$ cat config.mk
export PLATFORM = sky130hd
export DESIGN_NAME = morse_key_sequencer
export DESIGN_NICKNAME = d
export VERILOG_FILES = /design/src/rtl/morse_key_sequencer.sv
export SDC_FILE = /design/constraint.sdc
export NUM_CORES = 1
export LEC_CHECK = 0
export CORE_MARGIN = 2
export CORE_UTILIZATION = 50
export DETAILED_ROUTE_END_ITERATION = 8
export GPL_ROUTABILITY_DRIVEN = 0
export PLACE_DENSITY = 0.69
export SYNTH_ARGS = -nofsm -noshare
export SYNTH_HDL_FRONTEND = slang
export SYNTH_SLANG_ARGS = --single-unit
$ cat constraint.sdc
create_clock -name clk -period 2.5 [get_ports clk]
set_clock_uncertainty 0.05 [all_clocks]
set_input_delay 0.375 -clock clk [delete_from_list [all_inputs] [get_ports clk]]
set_output_delay 0.375 -clock clk [all_outputs]
set_load 0.02 [all_outputs]
$ cat src/rtl/morse_key_sequencer.sv
// morse_key_sequencer: debounces one straight key and times presses/gaps into dot, dash and enter strobes.
// Optional word-gap stage (WGAP state, word_space strobe) is built only when WORD_GAP_EN is defined.
module morse_key_sequencer #(
   parameter int CNT_W        = 16,
   parameter int DEBOUNCE_CYC = 4,
   parameter int DASH_THRESH  = 300,
   parameter int LETTER_GAP   = 600,
   parameter int WORD_GAP     = 1400
) (
   input  logic       clk,
   input  logic       rst,
   input  logic       key_raw,
   input  logic       ctrl_en,
   output logic       btn_dot,
   output logic       btn_dash,
   output logic       btn_enter,
   output logic [2:0] sym_cnt,
   output logic       overflow,
   output logic       busy,
   output logic       word_space
);

   localparam logic [1:0] S_IDLE  = 2'd0;
   localparam logic [1:0] S_PRESS = 2'd1;
   localparam logic [1:0] S_GAP   = 2'd2;
`ifdef WORD_GAP_EN
   localparam logic [1:0] S_WGAP  = 2'd3;
   localparam logic [CNT_W-1:0] WGAP_END = CNT_W'(WORD_GAP - 1);
`endif
   localparam int DB_W = $clog2(DEBOUNCE_CYC + 1);
   localparam logic [DB_W-1:0]  DB_LAST  = DB_W'(DEBOUNCE_CYC - 1);
   localparam logic [CNT_W-1:0] DASH_MIN = CNT_W'(DASH_THRESH);
   localparam logic [CNT_W-1:0] LGAP_END = CNT_W'(LETTER_GAP - 1);

   if (DEBOUNCE_CYC < 1 || LETTER_GAP < 2 || WORD_GAP <= LETTER_GAP) begin : g_bad_cfg
      $error("morse_key_sequencer: inconsistent debounce/gap parameters");
   end

   function automatic logic [CNT_W-1:0] sat_inc(input logic [CNT_W-1:0] v);
      return (v == {CNT_W{1'b1}}) ? v : v + {{(CNT_W-1){1'b0}}, 1'b1};
   endfunction

   logic            sync1_q, sync2_q, key_db_q, key_prev_q;
   logic [DB_W-1:0] db_cnt_q;
   logic            db_rise_s, db_fall_s;
   logic [1:0]      state_q, state_d;
   logic [CNT_W-1:0] timer_q, timer_d, timer_inc_s;
   logic [2:0]      sym_q, sym_d;
   logic            dot_q, dot_d, dash_q, dash_d, enter_q, enter_d, ovf_q, ovf_d, busy_q;
`ifdef WORD_GAP_EN
   logic            ws_q, ws_d;
`endif

   // Synchronize the raw key and accept a new level only after DEBOUNCE_CYC stable disagreeing samples.
   always_ff @(posedge clk or posedge rst) begin
      if (rst) begin
         sync1_q    <= 1'b0;
         sync2_q    <= 1'b0;
         key_db_q   <= 1'b0;
         key_prev_q <= 1'b0;
         db_cnt_q   <= {DB_W{1'b0}};
      end else begin
         sync1_q    <= key_raw;
         sync2_q    <= sync1_q;
         key_prev_q <= key_db_q;
         if (sync2_q == key_db_q) begin
            db_cnt_q <= {DB_W{1'b0}};
         end else if (db_cnt_q == DB_LAST) begin
            key_db_q <= sync2_q;
            db_cnt_q <= {DB_W{1'b0}};
         end else begin
            db_cnt_q <= db_cnt_q + {{(DB_W-1){1'b0}}, 1'b1};
         end
      end
   end

   // Edges are taken against the previous debounced level, so a key already held when
   // ctrl_en rises never looks like a fresh press.
   assign db_rise_s   = key_db_q & ~key_prev_q;
   assign db_fall_s   = ~key_db_q & key_prev_q;
   assign timer_inc_s = sat_inc(timer_q);

   // Sequencer next-state: press/gap timing and strobe selection.
   always_comb begin
      state_d = state_q;
      timer_d = timer_q;
      sym_d   = sym_q;
      dot_d   = 1'b0;
      dash_d  = 1'b0;
      enter_d = 1'b0;
      ovf_d   = 1'b0;
`ifdef WORD_GAP_EN
      ws_d    = 1'b0;
`endif
      if (!ctrl_en) begin
         state_d = S_IDLE;
         timer_d = {CNT_W{1'b0}};
         sym_d   = 3'd0;
      end else begin
         case (state_q)
            S_IDLE: begin
               if (db_rise_s) begin
                  state_d = S_PRESS;
                  timer_d = {CNT_W{1'b0}};
               end else begin
                  state_d = S_IDLE;
               end
            end
            S_PRESS: begin
               // timer_inc_s on the release cycle equals the number of cycles key_db was high
               if (db_fall_s) begin
                  state_d = S_GAP;
                  timer_d = {CNT_W{1'b0}};
                  if (sym_q < 3'd5) begin
                     sym_d  = sym_q + 3'd1;
                     dash_d = (timer_inc_s >= DASH_MIN);
                     dot_d  = (timer_inc_s <  DASH_MIN);
                  end else begin
                     ovf_d = 1'b1;
                  end
               end else begin
                  timer_d = timer_inc_s;
               end
            end
            S_GAP: begin
               if (db_rise_s) begin
                  state_d = S_PRESS;
                  timer_d = {CNT_W{1'b0}};
               end else if (timer_q == LGAP_END) begin
                  enter_d = (sym_q != 3'd0);
                  sym_d   = 3'd0;
`ifdef WORD_GAP_EN
                  state_d = S_WGAP;
                  timer_d = timer_inc_s;
`else
                  state_d = S_IDLE;
                  timer_d = {CNT_W{1'b0}};
`endif
               end else begin
                  timer_d = timer_inc_s;
               end
            end
`ifdef WORD_GAP_EN
            S_WGAP: begin
               if (db_rise_s) begin
                  state_d = S_PRESS;
                  timer_d = {CNT_W{1'b0}};
               end else if (timer_q == WGAP_END) begin
                  ws_d    = 1'b1;
                  state_d = S_IDLE;
                  timer_d = {CNT_W{1'b0}};
               end else begin
                  timer_d = timer_inc_s;
               end
            end
`endif
            default: begin
               state_d = S_IDLE;
               timer_d = {CNT_W{1'b0}};
            end
         endcase
      end
   end

   // Sequencer state and registered strobe outputs.
   always_ff @(posedge clk or posedge rst) begin
      if (rst) begin
         state_q <= S_IDLE;
         timer_q <= {CNT_W{1'b0}};
         sym_q   <= 3'd0;
         dot_q   <= 1'b0;
         dash_q  <= 1'b0;
         enter_q <= 1'b0;
         ovf_q   <= 1'b0;
         busy_q  <= 1'b0;
      end else begin
         state_q <= state_d;
         timer_q <= timer_d;
         sym_q   <= sym_d;
         dot_q   <= dot_d;
         dash_q  <= dash_d;
         enter_q <= enter_d;
         ovf_q   <= ovf_d;
         busy_q  <= (state_d != S_IDLE);
      end
   end

`ifdef WORD_GAP_EN
   // Registered end-of-word strobe.
   always_ff @(posedge clk or posedge rst) begin
      if (rst) begin
         ws_q <= 1'b0;
      end else begin
         ws_q <= ws_d;
      end
   end
   assign word_space = ws_q;
`else
   assign word_space = 1'b0;
`endif

   assign btn_dot   = dot_q;
   assign btn_dash  = dash_q;
   assign btn_enter = enter_q;
   assign overflow  = ovf_q;
   assign busy      = busy_q;
   assign sym_cnt   = sym_q;

endmodule

==> metrics <==
status=completed; drt initial violations=118; endpoints failing hold=0; R2R setup slack=0.18 ns; final slew viol count=0; Synth Flop Type=dfrtp_1; DR DRC count=0; Sink Count=33; dpl cells=302; clk slew on worst S/H paths=0.07 ns; Worst Path Required=2.66 ns; CP Launch Type=flip-flop; area leader, netlist=dfrtp_1; DP HPWL=3411 um; Max FO, Critical Path=12; synth warn=0; core area=0.004324 mm^2; power per cell area=595.0 mW/mm^2; vias per inst=5.949; CTS tree=yes; Period minus WS final=2.318 ns; Worst Setup End Kind=flip-flop; mean routed wirelength per cell=15.74 um; CP top delay family=compound AO/OA/AOI/OAI gates; number of synthesized flops with an enable pin=0; final setup vio count=0; final worst-path cycle share=0.9272; diode count=0; WHS=0.3010 ns; Nets=270; CP Class=flip-flop to flip-flop; Reg2Reg Capture Point=timer_q[0]; grt total ovfl=0; Finished Cell Area=0.002520 mm^2; routed wire length=4894 um; IO buf count=11; slack of the critical path=0.1820 ns; die height=70.72 um; Critical Path, Cell by Cell=ha_1 -> nor3b_1 -> nand4_2 -> nand2_1 -> a211oi_4 -> a31oi_1 -> mux2i_1; P_sw=486.8 uW; drt first pass iters=4; share of cells above drive strength 1=0.1583; Via Count=1850; setup slack at placement=-0.01886 ns; largest stage delay on the critical path=0.58 ns; max_slew headroom=0.6377; I/O Pins=13; number of CTS-inserted buffers=5; placed inst area=0.002385 mm^2; H-tree depth=2; Sequential Power Share=0.421; sequential share of the synthesized area=0.3710; Clock power frac=0.344; asr flop ratio synth=1.000; Synth area leaders=dfrtp_1, a21oi_1, ha_1; Slew @ Worst Pin=0.5417 ns; Comb power frac=0.234; Post-DRT Antenna Nets=0; largest net degree at the start of global routing=34; HP Class=flip-flop to flip-flop; Cell Area, Synth=0.002226 mm^2; clk buf depth=2; Post-Syn Nets=257; vias in the first global route=1776; slowest stage cell, crit path=a211oi_4; worst-skew pair later-pin latency=0.29 ns; cell internal pwr=1.013 mW; leakage power=1.011 nW; Sw Share=0.3246; die width=70.72 um; Unique masters post-synth=58; setup TNS=0 ns; Worst R2R Path Depth=7; total power=1.499 mW; Hold-fix buffers, CTS=0; num rows=24; fmax=431.4 MHz; max-cap viol count=0; Mean Syn Cell Area=9.085 um^2; DIE AREA=0.005001 mm^2; Mapped Cells=245; VDD IR max=0.4646 mV; CP endpoint=timer_q[0]; Finished Core Util=0.5828; initial antenna violation count=0; CP arrival=2.48 ns; top-area cell type share of the netlist area=0.3710; area delta synth->final=13.21%; RSZ-0062 raised after global routing=false; first-pass GRT wire length=8418 um; gr usage total=0.2113; starting density of the core=0.5148; Crit. path cell count=7; Worst Setup SP=timer_q[0]; Root Buffer=clkbuf_8; final cell count without fillers=311; Seq cells post-synth=33; worst path buffer plus inverter count=0; Worst R2R Start=timer_q[0]
worst reg2reg max path, stage by stage, from the launching register on:
cell and delay (ns):
dfrtp_1 0.40, ha_1 0.28, nor3b_1 0.17, nand4_2 0.17
nand2_1 0.22, a211oi_4 0.58, a31oi_1 0.19, mux2i_1 0.18
cells by family after synthesis:
group,count (synthesis),share of synthesized area
buffers and inverters,31,0.06970
AND/OR/NAND/NOR,96,0.2811
other,1,0.001685
AO/OA/AOI/OAI,70,0.2057
flip-flops,33,0.3710
adder cells (fa/ha/maj),8,0.04497
XOR/XNOR,3,0.01181
multiplexers,3,0.01405
registers in the layout, indices dropped and copies added, names as in the netlist:
name	count
timer_q	16
db_cnt_q	3
sym_cnt	3
state_q	2
btn_dash	1
btn_dot	1
btn_enter	1
busy	1
key_db_q	1
key_prev_q	1
overflow	1
sync1_q	1
sync2_q	1
how the worst min path moves through the flow:
stage / from / depth (start not counted) / to / slack [ns]
after global routing: sync1_q / 0 / sync2_q / 0.31
after floorplan: sync1_q / 0 / sync2_q / 0.28
after global placement: sync1_q / 0 / sync2_q / 0.28
final: sync1_q / 0 / sync2_q / 0.30
after detailed placement: sync1_q / 0 / sync2_q / 0.29
after CTS: sync1_q / 0 / sync2_q / 0.30
power groups by stage:
stage | sequential [mW] | clock (mW) | combinational [mW]
floorplan | 0.637 | 0 | 0.231
global placement | 0.637 | 0 | 0.321
detailed placement | 0.641 | 0 | 0.329
CTS | 0.631 | 0.529 | 0.331
global route | 0.640 | 0.555 | 0.390
finish | 0.631 | 0.517 | 0.351
final cells by class:
class	instances	area, um^2
well taps	52	65.06
clock inverters	3	46.29
inverters	13	48.80
flip-flops and latches	33	825.8
multi-input cells	182	1265
repair buffers	23	200.2
fillers	418	1804
clock buffers	5	68.82
cell usage in the layout, fill, tap and decap left out, types with 2 or more instances in the layout:
cell type	instances
a32oi_1	2
a41oi_1	3
a22o_1	2
xnor2_1	3
o221ai_1	2
nor4_4	2
o21ai_0	10
o22ai_1	3
nor3_1	6
and4_1	2
nand4_2	2
and3_1	4
mux2i_1	2
or3_1	2
nor2b_1	4
o21ai_1	4
clkdlybuf4s50_1	11
nand4_1	4
a211oi_4	2
or2_1	2
ha_1	8
a21oi_1	22
inv_1	13
nand3_1	14
buf_4	12
nor2_1	20
dfrtp_1	33
a21boi_0	2
clkbuf_8	5
nor3b_1	2
nand2_1	15
nand3_2	3
a31oi_1	10
o22a_1	2
per-layer routing:
| metal | vias up | GRT usage | routed length, um |
|---|---|---|---|
| met5 | - | 0 | 0 |
| met4 | 0 | 0.08386 | 75 |
| met3 | 6 | 0.04416 | 213 |
| met2 | 39 | 0.3302 | 2303 |
| met1 | 887 | 0.2879 | 2301 |
| li1 | 918 | - | - |
cells in the mapped netlist, drive strengths merged (2+ instances only):
cell	instances
dfrtp	33
o22ai	3
o22a	2
nor2	20
nor3	7
buf	14
nand4	6
clkbuf	4
or3	2
and2	2
and3	4
o21ai	14
a21boi	2
a211oi	2
ha	8
nor4	4
nand3	18
nor2b	4
a32oi	2
inv	13
o221ai	2
and4	2
a31oi	11
or2	2
mux2i	2
a22o	2
a41oi	3
nand2	16
nor4b	2
a21oi	22
nor3b	2
xnor2	3
what timing repair did:
| item | CTS | global route |
|---|---|---|
| hold endpoints to repair | 0 | 0 |
| endpoints found under the setup margin | 0 | 12 |
| buffers inserted | 0 | 0 |
| gates resized for setup | 0 | 1 |
No activity file was read; power rests on OpenSTA's default activity.
